[src/rtl/lsu_pkg.sv]
// Shared definitions for the load/store unit.
// Contents: access size codes and the FSM state encoding.
package lsu_pkg;

    // Access size codes; 2'b11 is decoded as a word everywhere.
    localparam logic [1:0] SZ_BYTE = 2'b00;
    localparam logic [1:0] SZ_HALF = 2'b01;
    localparam logic [1:0] SZ_WORD = 2'b10;

    typedef enum logic [1:0] {
        LSU_IDLE = 2'b00,
        LSU_REQ  = 2'b01,
        LSU_DONE = 2'b10
    } lsu_state_t;

endpackage

[src/rtl/lsu_mem_if.sv]
// Data-memory request/acknowledge port.
// master (LSU side): drives m_req, m_we, m_addr, m_wdata, m_be; receives m_ack, m_rdata.
// slave  (memory side): the reverse.
interface lsu_mem_if #(
    parameter int ADDR_W = 32
);
    logic              m_req;
    logic              m_we;
    logic [ADDR_W-1:0] m_addr;
    logic [31:0]       m_wdata;
    logic [3:0]        m_be;
    logic              m_ack;
    logic [31:0]       m_rdata;

    modport master (
        output m_req, m_we, m_addr, m_wdata, m_be,
        input  m_ack, m_rdata
    );

    modport slave (
        input  m_req, m_we, m_addr, m_wdata, m_be,
        output m_ack, m_rdata
    );
endinterface

[src/rtl/lsu_lane_fmt.sv]
// Byte-lane formatting for the load/store unit (purely combinational).
// Inputs : size, load_unsigned, lo (adr[1:0]), write_data, rd_word (memory word).
// Outputs: wdata (lane-replicated store data), be (byte enables, bit k = lane k),
//          load_data (selected lanes, zero/sign extended).
module lsu_lane_fmt
    import lsu_pkg::*;
(
    input  logic [1:0]  size,
    input  logic        load_unsigned,
    input  logic [1:0]  lo,
    input  logic [31:0] write_data,
    input  logic [31:0] rd_word,
    output logic [31:0] wdata,
    output logic [3:0]  be,
    output logic [31:0] load_data
);

    logic [7:0]  byte_sel;
    logic [15:0] half_sel;

    always_comb begin
        case (lo)
            2'd0:    byte_sel = rd_word[7:0];
            2'd1:    byte_sel = rd_word[15:8];
            2'd2:    byte_sel = rd_word[23:16];
            default: byte_sel = rd_word[31:24];
        endcase
        half_sel = lo[1] ? rd_word[31:16] : rd_word[15:0];
    end

    always_comb begin
        wdata     = write_data;
        be        = 4'b1111;
        load_data = rd_word;
        case (size)
            SZ_BYTE: begin
                wdata     = {4{write_data[7:0]}};
                be        = 4'b0001 << lo;
                load_data = {{24{~load_unsigned & byte_sel[7]}}, byte_sel};
            end
            SZ_HALF: begin
                wdata     = {2{write_data[15:0]}};
                be        = lo[1] ? 4'b1100 : 4'b0011;
                load_data = {{16{~load_unsigned & half_sel[15]}}, half_sel};
            end
            default: ;  // word (10 and 11)
        endcase
    end

endmodule

[src/rtl/load_store_unit.sv]
// MEM-stage load/store initiator.
// Pipeline side: mem_read, mem_write, size, load_unsigned, adr, write_data in;
//                read_data, stall, misaligned out.
// Memory side  : lsu_mem_if.master (registered request outputs, m_ack/m_rdata in).
// clk rising edge; rst synchronous, active-low.
module load_store_unit
    import lsu_pkg::*;
#(
    parameter int ADDR_W = 32,
    parameter int DATA_W = 32
) (
    input  logic              clk,
    input  logic              rst,
    input  logic              mem_read,
    input  logic              mem_write,
    input  logic [1:0]        size,
    input  logic              load_unsigned,
    input  logic [ADDR_W-1:0] adr,
    input  logic [DATA_W-1:0] write_data,
    output logic [DATA_W-1:0] read_data,
    output logic              stall,
    output logic              misaligned,
    lsu_mem_if.master         mem
);

    lsu_state_t        state, state_nx;
    logic              req_q, we_q;
    logic [ADDR_W-1:0] addr_q;
    logic [31:0]       wdata_q, word_q;
    logic [3:0]        be_q;
    logic [1:0]        size_q, lo_q;
    logic              uns_q;

    logic              any_req, bad_align, access;
    logic [1:0]        fmt_size, fmt_lo;
    logic              fmt_uns;
    logic [31:0]       fmt_wdata, fmt_load;
    logic [3:0]        fmt_be;

    assign any_req    = mem_read | mem_write;
    // size[1] set means word (10 or 11).
    assign bad_align  = ((size == SZ_HALF) & adr[0]) | (size[1] & (adr[1:0] != 2'b00));
    assign misaligned = any_req & bad_align;
    assign access     = any_req & ~bad_align;
    assign stall      = rst & access & (state != LSU_DONE);

    // One formatter serves both directions: in IDLE it steers the live store,
    // afterwards it extracts from the captured word using the captured fields.
    assign fmt_size = (state == LSU_IDLE) ? size          : size_q;
    assign fmt_lo   = (state == LSU_IDLE) ? adr[1:0]      : lo_q;
    assign fmt_uns  = (state == LSU_IDLE) ? load_unsigned : uns_q;

    lsu_lane_fmt u_fmt (
        .size          (fmt_size),
        .load_unsigned (fmt_uns),
        .lo            (fmt_lo),
        .write_data    (write_data),
        .rd_word       (word_q),
        .wdata         (fmt_wdata),
        .be            (fmt_be),
        .load_data     (fmt_load)
    );

    always_comb begin
        state_nx = state;
        case (state)
            LSU_IDLE: if (access) state_nx = LSU_REQ;
            LSU_REQ:  if (mem.m_ack) state_nx = LSU_DONE;
            LSU_DONE: state_nx = LSU_IDLE;
            default:  state_nx = LSU_IDLE;
        endcase
    end

    always_ff @(posedge clk) begin
        if (!rst) begin
            state   <= LSU_IDLE;
            req_q   <= 1'b0;
            we_q    <= 1'b0;
            addr_q  <= '0;
            wdata_q <= '0;
            be_q    <= '0;
            word_q  <= '0;
            size_q  <= SZ_BYTE;
            lo_q    <= 2'b00;
            uns_q   <= 1'b0;
        end else begin
            state <= state_nx;
            case (state)
                LSU_IDLE: if (access) begin
                    req_q   <= 1'b1;
                    we_q    <= mem_write;
                    addr_q  <= {adr[ADDR_W-1:2], 2'b00};
                    wdata_q <= mem_write ? fmt_wdata : 32'h0;
                    be_q    <= fmt_be;
                    size_q  <= size;
                    lo_q    <= adr[1:0];
                    uns_q   <= load_unsigned;
                end
                LSU_REQ: if (mem.m_ack) begin
                    req_q <= 1'b0;
                    if (!we_q) word_q <= mem.m_rdata;
                end
                default: ;
            endcase
        end
    end

    assign mem.m_req   = req_q;
    assign mem.m_we    = we_q;
    assign mem.m_addr  = addr_q;
    assign mem.m_wdata = wdata_q;
    assign mem.m_be    = be_q;

    // Stores have no load result, so read_data stays 0 for them.
    assign read_data = ((state == LSU_DONE) && !we_q) ? fmt_load : '0;

endmodule

[src/flat_wrapper.sv]
// flat-port wrapper written by rule: the top's interface ports become plain ports
module load_store_unit_flat import lsu_pkg::*;
#(
    parameter int ADDR_W = 32,
    parameter int DATA_W = 32
)
  (clk, rst, mem_read, mem_write, size, load_unsigned, adr, write_data, read_data, stall, misaligned, mem_m_req, mem_m_we, mem_m_addr, mem_m_wdata, mem_m_be, mem_m_ack, mem_m_rdata);
  lsu_mem_if #(.ADDR_W(ADDR_W)) mem_i ();
  input  logic clk;
  input  logic rst;
  input  logic mem_read;
  input  logic mem_write;
  input  logic [1:0] size;
  input  logic load_unsigned;
  input  logic [ADDR_W-1:0] adr;
  input  logic [DATA_W-1:0] write_data;
  output logic [DATA_W-1:0] read_data;
  output logic stall;
  output logic misaligned;
  output wire logic [$bits(mem_i.m_req)-1:0] mem_m_req;
  output wire logic [$bits(mem_i.m_we)-1:0] mem_m_we;
  output wire logic [$bits(mem_i.m_addr)-1:0] mem_m_addr;
  output wire logic [$bits(mem_i.m_wdata)-1:0] mem_m_wdata;
  output wire logic [$bits(mem_i.m_be)-1:0] mem_m_be;
  input wire logic [$bits(mem_i.m_ack)-1:0] mem_m_ack;
  input wire logic [$bits(mem_i.m_rdata)-1:0] mem_m_rdata;
  assign mem_m_req = mem_i.m_req;
  assign mem_m_we = mem_i.m_we;
  assign mem_m_addr = mem_i.m_addr;
  assign mem_m_wdata = mem_i.m_wdata;
  assign mem_m_be = mem_i.m_be;
  assign mem_i.m_ack = mem_m_ack;
  assign mem_i.m_rdata = mem_m_rdata;
  load_store_unit #(.ADDR_W(ADDR_W), .DATA_W(DATA_W)) u_core (.clk(clk), .rst(rst), .mem_read(mem_read), .mem_write(mem_write), .size(size), .load_unsigned(load_unsigned), .adr(adr), .write_data(write_data), .read_data(read_data), .stall(stall), .misaligned(misaligned), .mem(mem_i));
endmodule
[config.mk]
export PLATFORM = sky130hd
export DESIGN_NAME = load_store_unit_flat
export DESIGN_NICKNAME = d
export VERILOG_FILES = /design/src/rtl/lsu_pkg.sv /design/src/rtl/lsu_mem_if.sv /design/src/rtl/lsu_lane_fmt.sv /design/src/rtl/load_store_unit.sv /design/src/flat_wrapper.sv
export SDC_FILE = /design/constraint.sdc
export NUM_CORES = 1
export LEC_CHECK = 0
export ABC_CLOCK_PERIOD_IN_PS = 3900
export BUFFER_PORTS_ARGS = -buffer_cell sky130_fd_sc_hd__buf_2
export CAP_MARGIN = 30
export CORE_MARGIN = 1
export CORE_UTILIZATION = 23
export CTS_CLUSTER_DIAMETER = 150
export DETAILED_ROUTE_END_ITERATION = 8
export GPL_ROUTABILITY_DRIVEN = 0
export PLACE_DENSITY_LB_ADDON = 0.1
export REMOVE_ABC_BUFFERS = 1
export SYNTH_ARGS = -nofsm -noshare
export SYNTH_HDL_FRONTEND = slang
export SYNTH_SLANG_ARGS = --single-unit
[constraint.sdc]
create_clock -name clk -period 3.9 [get_ports clk]
set_input_delay 0.195 -clock clk [delete_from_list [all_inputs] [get_ports clk]]
set_output_delay 0.195 -clock clk [all_outputs]
set_load 0.03 [all_outputs]
==> results.tsv, run 1 <==
metric	value	unit
setup_tns	0	ns
cp-end-kind	primary output	
yosysUniqueCellTypes	53	
r2r-start	u_core.state[0]$_SDFFE_PN0P_	
cpMaxStageDelayCell	dfxtp_1	
yosysTopAreaCell	dfxtp_1	
cp.required	3.70	ns
die_h	150	um
clk_pin_slew_worst_paths	0.08	ns
fin_util	30.9	%
grt_antenna_before_repair	0	
hold_path_class	input pin to flop	
post_cts_buffers	0	
finalNetCount	897	
power	2.66	mW
p_int	1.80	mW
sw_frac_of_total	32.2	%
finalMaxSlewViolations	0	
crit_type	flop to primary output	
cts_tree	yes	
dpl_cell_area	0.00629	mm2
max_freq	0.328	GHz
seq_power_share	45.0	%
grt_pass1_wl	26.5	mm
ys_seq_area_share	42.5	%
syn_avg_cell_area	8.19	um2
final_area	0.00658	mm2
syn_inst	616	
cts_made_buffers	9	
hpwl	12.7	mm
vdd_ir_drop_max	0.186	mV
path_cells	or2_1 -> mux2i_2 -> buf_4 -> nand3_2 -> a211oi_2 -> a221o_1 -> buf_2	
fillers	2329	
hold_viol_final	0	
multiInputGateArea	0.00268	mm2
wl	17.2	mm
finalCriticalPeriod	3.05	ns
r2r-end	u_core.mem.m_be[2]$_SDFFE_PN0P_	
wl_met3	1.02	mm
clock-sinks	107	
power_density	404	mW/mm2
critical_path_arrival	2.86	ns
dieArea	0.0225	mm2
crit_path_max_fanout	16	
start_util	23.7	%
synth_area	0.00504	mm2
clock_skew	0.0131	ns
ff2ff_path_depth	5	
dr_total_vias	4933	
grt_start_max_net_pins	76	
cts.repair.resized	0	
holdPathStages	3	
drive_above_1_share	32.1	%
synth-edff-count	0	
clkLatencyLatePin	0.36	ns
grt_use_total	15.4	%
first_pass_iters	4	
regArea	0.00214	mm2
slew_headroom	35.2	%
highest_layer	met4	
critPathLaunchType	flop	
cts_max_level	3	
fp-row-count	53	
p_comb_share	21.0	%
synth_warnings	0	
coreArea	0.0213	mm2
overflow	0	
synthArstFlopShare	0	%
hold_start	adr[7]	
min_period_over_period	78.3	%
ant_nets	0	
reg2reg_slack	1.63	ns
grt_pass1_vias	4768	
cts_root_buf	clkbuf_16	
postCtsHoldBufs	0	
insertedDiodeCount	0	
rsz0062_at_grt	false	
clockBufferDepth	2	
synth-seq-cells	107	
pwr-share-clk	34.0	%
synthFlopType	dfxtp_1	
vias_per_cell	4.60	
min_to	u_core.mem.m_addr[7]$_SDFFE_PN0P_	
outcome	completed	
io-pin-count	208	
tightest_slew	0.971	ns
finalSetupViolCount	0	
drcViolationCount	0	
synth.top_cells.by_area	dfxtp_1 42%, nand2_1 13%, a21boi_0 12%, mux2i_1 5.0%, clkbuf_1 3.0%	
area.growth.synth_to_final	30.5	%
route.met2.wl	7.94	mm
port_buffers	205	
p_leak	2.80	nW
max_cap_violations	0	
first_iter_violations	278	
wl_per_cell	16.0	um
synth_top_area_share	42.5	%
wl_met1	7.99	mm
critical-path-max-stage-delay	0.60	ns
switchingPower	0.858	mW
die_w	150	um
-- layer usage --
metal / vias up / GRT usage, %
met1: 2330 / 20.0
li1: 2457 / -
met4: 0 / 4.60
met2: 133 / 25.1
met5: - / 0
met3: 13 / 3.78
-- sequential cells by signal (all words and copies together), names as in the netlist --
signal,flops
u_core.state,2
u_core.mem.m_wdata,32
u_core.word_q,32
u_core.mem.m_req,1
u_core.uns_q,1
u_core.mem.m_we,1
u_core.lo_q,2
u_core.size_q,2
u_core.mem.m_be,4
u_core.mem.m_addr,30
-- cells by family after synthesis --
kind of cell / after synthesis / share of synthesized area (%)
flip-flops: 107 / 42.5
AO/OA/AOI/OAI: 161 / 23.6
other: 1 / 0.0744
AND/OR/NAND/NOR: 261 / 22.8
multiplexers: 29 / 5.96
buffers and inverters: 57 / 5.01
-- placed cells by master (no fill, tap or decap), types with 2 or more instances in the layout --
master,n
a21oi_1,15
o31ai_1,8
mux2i_1,25
nand2_1,173
conb_1,2
inv_6,2
nand3_1,15
a211oi_2,2
dfxtp_1,107
clkbuf_16,9
buf_4,10
nor2_1,28
buf_2,205
clkinvlp_4,2
o22ai_1,8
nor2b_1,4
nor3_2,10
a21boi_0,78
mux2_2,2
inv_1,7
nor3_1,13
or2_1,2
a22oi_1,7
and2_1,3
o21ai_0,22
a221o_1,7
-- metrics by stage --
| step | std cells | hold slack [ns] | setup slack [ns] |
|---|---|---|---|
| after CTS | 1073 | 0.0647 | 0.790 |
| after detailed placement | 1057 | 0.437 | 1.19 |
| final | 1073 | 0.0807 | 0.848 |
| after floorplan | 567 | 0.317 | 0.941 |
| after global placement | 1057 | 0.431 | 1.26 |
| after global routing | 1073 | 0.0784 | 0.618 |
-- how the worst max path moves through the flow --
stage	end	start	cells past startpoint	slack, ns
floorplan	u_core.mem.m_wdata[24]$_SDFFE_PN0P_	size[0]	5	0.94
global placement	read_data[4]	u_core.state[0]$_SDFFE_PN0P_	6	1.26
detailed placement	read_data[6]	u_core.state[0]$_SDFFE_PN0P_	6	1.19
CTS	read_data[6]	u_core.state[0]$_SDFFE_PN0P_	6	0.79
global route	read_data[3]	u_core.state[0]$_SDFFE_PN0P_	6	0.62
finish	read_data[3]	u_core.state[0]$_SDFFE_PN0P_	7	0.85
-- worst max-delay path: cells and delay by family (launching register included) --
| family | cells | cell delay, ns |
|---|---|---|
| DFF | 1 | 0.60 |
| and+or+nand+nor | 2 | 0.44 |
| muxes | 1 | 0.23 |
| buffers and inverters | 2 | 0.44 |
| AOI/OAI and AO/OA | 2 | 0.79 |
-- cells in the mapped netlist, types with 2 or more instances --
cell type  instances
nand2_1          173
dfxtp_1          107
a21boi_0          78
clkbuf_1          40
nor2_1            28
mux2i_1           25
o21ai_0           22
a21oi_1           15
nand3_1           15
nor3_1            13
nor3_2            10
o22ai_1            8
o31ai_1            8
a221o_1            7
a22oi_1            7
inv_1              7
and2_1             4
nor2b_1            4
buf_2              3
buf_4              3
buf_6              3
a211oi_2           2
mux2_2             2
mux2i_2            2
or2_1              2
-- power groups by stage --
stage               Combinational [mW]  Clock (mW)  Sequential, mW
floorplan                        0.250           0            1.31
global placement                 0.561           0            1.22
detailed placement               0.567           0            1.22
CTS                              0.567       0.954            1.20
global route                     0.613       0.994            1.21
finish                           0.558       0.904            1.20
-- final cells by class --
type	instances	share of cell area, %
clock buffers	11	3.69
well taps	275	5.23
repair buffers	215	16.7
inverters	7	0.399
multi-input cells	453	40.7
flip-flops and latches	107	32.6
clock inverters	5	0.666
Power figures use the tool's default switching activity.
==> run 2: changes to the inputs <==
--- a/config.mk
+++ b/config.mk
@@ -5,7 +5,8 @@
 export SDC_FILE = /design/constraint.sdc
 export NUM_CORES = 1
 export LEC_CHECK = 0
-export ABC_CLOCK_PERIOD_IN_PS = 3900
+export ABC_AREA = 1
+export ABC_CLOCK_PERIOD_IN_PS = 2900
 export BUFFER_PORTS_ARGS = -buffer_cell sky130_fd_sc_hd__buf_2
 export CAP_MARGIN = 30
 export CORE_MARGIN = 1
==> constraint.sdc (replaced) <==
create_clock -name clk -period 2.9 [get_ports clk]
set_input_delay 0.145 -clock clk [delete_from_list [all_inputs] [get_ports clk]]
set_output_delay 0.145 -clock clk [all_outputs]
set_load 0.03 [all_outputs]
==> results.tsv, run 2 <==
metric	value	unit	change
outcome	completed		unchanged
wl_per_cell	14.2	um	was 16.0 um
start_util	23.7	%	about the same
place_ws	0.431	ns	was 1.19 ns
finalNetCount	1069		was 897
max_cap_violations	0		unchanged
switchingPower	1.29	mW	was 0.858 mW
synth_top_family_by_area	simple AND/OR/NAND/NOR gates		was compound AO/OA/AOI/OAI gates
clock_skew	0.0103	ns	was 0.0131 ns
fin_ws	0.261	ns	was 0.848 ns
hold_path_class	input pin to flop		unchanged
slew_headroom	57.4	%	was 35.2%
most-common-layout-cells	205 x buf_2, 172 x nand2_1, 154 x nor2_1, 107 x dfxtp_1, 70 x o21ai_0		was 205 x buf_2, 173 x nand2_1, 107 x dfxtp_1, 78 x a21boi_0, 28 x nor2_1
crit_type	flop to primary output		unchanged
synth_warnings	0		unchanged
synth-edff-count	0		unchanged
clk_pin_slew_worst_paths	0.08	ns	about the same
use_met2	26.6	%	was 25.1%
yosysTopAreaCell	dfxtp_1		unchanged
synth_mux_area_share	0	%	was 5.96%
sw_frac_of_total	33.6	%	was 32.2%
critical_path_arrival	2.49	ns	was 2.86 ns
synthAdderAreaFrac	0	%	unchanged
finalCriticalPeriod	2.64	ns	
fp-row-count	53		unchanged
hpwl	12.4	mm	was 12.7 mm
dpl.cell_count	1190		was 1,057
cp.required	2.76	ns	was 3.70 ns
power_density	552	mW/mm2	was 404 mW/mm2
final_cells	1245		was 1,073
path_cells	inv_2 -> nand2_4 -> nand2_1 -> nand2_1 -> nand2_1 -> nand2_2 -> nand2_2 -> nand3_4 -> nand3_2 -> nand2_8 -> nor2_1 -> buf_2		was or2_1 -> mux2i_2 -> buf_4 -> nand3_2 -> a211oi_2 -> a221o_1 -> buf_2
cp-end-kind	primary output		unchanged
coreArea	0.0212	mm2	was 0.0213 mm2
crit_path_max_fanout	16		unchanged
synth_area	0.00501	mm2	was 0.00504 mm2
clockBufferDepth	2		unchanged
synth_top_area_share	42.8	%	was 42.5%
syn_inst	740		was 616
grt_pass1_vias	5275		was 4,768
first_iter_violations	134		was 278
dieArea	0.0224	mm2	was 0.0225 mm2
clkLatencyLatePin	0.36	ns	about the same
min_period_over_period	91.0	%	
synthFlopType	dfxtp_1		unchanged
cp.depth	12		was 7
hold_viol_final	0		unchanged
synthArstFlopShare	0	%	unchanged
path_buf_inv	2		unchanged
cts_made_buffers	9		unchanged
drcViolationCount	0		unchanged
dr_total_vias	5380		was 4,933
p_int	2.55	mW	was 1.80 mW
cpLargestDelayFamily	simple AND/OR/NAND/NOR gates		was compound AO/OA/AOI/OAI gates
grt_use_total	15.8	%	was 15.4%
rsz0062_at_grt	false		unchanged
tightest_slew	0.639	ns	was 0.971 ns
die_w	150	um	about the same
first_pass_iters	4		unchanged
top_usage_layer	met2		unchanged
max_freq	0.379	GHz	
p_comb_share	25.0	%	was 21.0%
area.growth.synth_to_final	39.2	%	was 30.5%
grt_use_met3	4.73	%	was 3.78%
ys_seq_area_share	42.8	%	was 42.5%
layout_commonest_cell	buf_2		unchanged
synth.top_cells.by_area	dfxtp_1 43%, nand2_1 13%, nor2_1 12%, o21ai_0 7.0%, a21oi_1 5.8%		was dfxtp_1 42%, nand2_1 13%, a21boi_0 12%, mux2i_1 5.0%, clkbuf_1 3.0%
cts_tree	yes		unchanged
io-pin-count	208		unchanged
yosysUniqueCellTypes	31		was 53
critical_path.most_common_cell	nand2_1		
grt_start_max_net_pins	67		was 76
holdPathStages	3		unchanged
finalMaxSlewViolations	0		unchanged
clock-sinks	107		unchanged
overflow	0		unchanged
use_met1	19.3	%	was 20.0%
synth_common_cells	172 x nand2_1, 155 x nor2_1, 107 x dfxtp_1		was 173 x nand2_1, 107 x dfxtp_1, 78 x a21boi_0
synth-seq-cells	107		unchanged
vias_per_cell	4.32		was 4.60
critPathLaunchType	flop		unchanged
ant_nets	0		unchanged
cts_root_buf	clkbuf_16		unchanged
vdd_ir_drop_max	0.259	mV	was 0.186 mV
pwr-share-clk	32.2	%	was 34.0%
ff2ff_path_depth	10		was 5
critical-path-max-stage-delay	0.46	ns	was 0.60 ns
die_h	150	um	about the same
grt_antenna_before_repair	1		was 0
cpMaxStageDelayCell	dfxtp_1		unchanged
synthMostInstantiatedCell	nand2_1		unchanged
wl	17.6	mm	was 17.2 mm
port_buffers	205		unchanged
seq_power_share	42.8	%	was 45.0%
finalSetupViolCount	0		unchanged
p_leak	3.47	nW	was 2.80 nW
synth_simple_gate_area_share	33.7	%	was 22.8%
drive_above_1_share	29.4	%	was 32.1%
cts_max_level	3		unchanged
grt_pass1_wl	27.3	mm	was 26.5 mm
synth_compound_area_share	15.7	%	was 23.6%
syn_avg_cell_area	6.76	um2	was 8.19 um2
synth-xor-area-share	0	%	unchanged
## run 2: changes by cell type in the layout (fill, tap and decap cells not counted), sizes merged, moves of 8 or more
cell         delta
a21boi         -78
a21oi          +43
dlygate4sd3    +32
inv            +41
mux2i          -27
nand2           +9
nand3          +10
nor2          +141
nor3           -22
o21ai          +59
o31ai           -8
## run 2: cells by family after synthesis
| family | after synthesis |
|---|---|
| simple gates | 388 |
| other cells | 1 |
| buf+inv | 93 |
| compound gates | 151 |
| flops | 107 |
## run 2: per-stage QoR
| step | cell area [um2] | power (mW) | hold slack [ns] | setup TNS, ns | utilization (%) |
|---|---|---|---|---|---|
| finish | 6970 | 3.85 | 0.0167 | 0 | 32.9 |
| detailed placement | 6300 | 2.60 | 0.373 | 0 | 29.8 |
| CTS | 6900 | 3.90 | 0.00168 | 0 | 32.6 |
| global route | 6970 | 4.08 | 0.0171 | 0 | 32.9 |
| global placement | 6270 | 2.60 | 0.370 | 0 | 29.6 |
| floorplan | 4820 | 2.25 | 0.280 | -15.08 | - |
## run 2: worst paths after layout
kind	startpoint	to	slack [ns]
worst min-delay path	mem_m_rdata[6]	u_core.word_q[6]$_SDFFE_PN0P_	0.02
worst min register to register	u_core.mem.m_wdata[15]$_SDFFE_PN0P_	u_core.mem.m_wdata[15]$_SDFFE_PN0P_	0.46
worst max register to register	u_core.state[0]$_SDFFE_PN0P_	u_core.mem.m_be[0]$_SDFFE_PN0P_	1.00
worst max-delay path	u_core.state[0]$_SDFFE_PN0P_	read_data[20]	0.26
## run 2: timing repair
item	in CTS	in global routing
gates resized for setup	0	1
hold buffers	32	0
endpoints found under the setup margin	0	17
endpoints found under the hold margin	32	0
setup buffers	0	6
## run 2: layout make-up
cell class              instances  area [um2]
diodes                          1        2.50
clock buffers                   9         225
clock inverters                 6        57.6
fillers                      2371       14200
inverters                      52         195
multi-input cells             542        2510
flip-flops and latches        107        2140
well taps                     275         344
repair buffers                253        1490
## run 2: worst reg2reg max path, delay by kind of cell (launching register included)
kind	cells	cell delay [ns]
AOI/OAI and AO/OA	2	0.48
buffers and inverters	2	0.25
DFF	1	0.38
and+or+nand+nor	6	0.72
## run 2: power by group through the flow
stage | logic [mW] | registers (mW) | clock network [mW]
floorplan | 0.427 | 1.82 | 0
global placement | 0.919 | 1.68 | 0
detailed placement | 0.918 | 1.68 | 0
CTS | 0.955 | 1.65 | 1.30
global route | 1.06 | 1.66 | 1.35
finish | 0.960 | 1.65 | 1.24
## run 2: per-layer routing
metal,up-vias,routed length (um)
met1,2434,8030
met2,141,8250
met4,0,227
met3,16,1110
met5,-,0
li1,2789,-
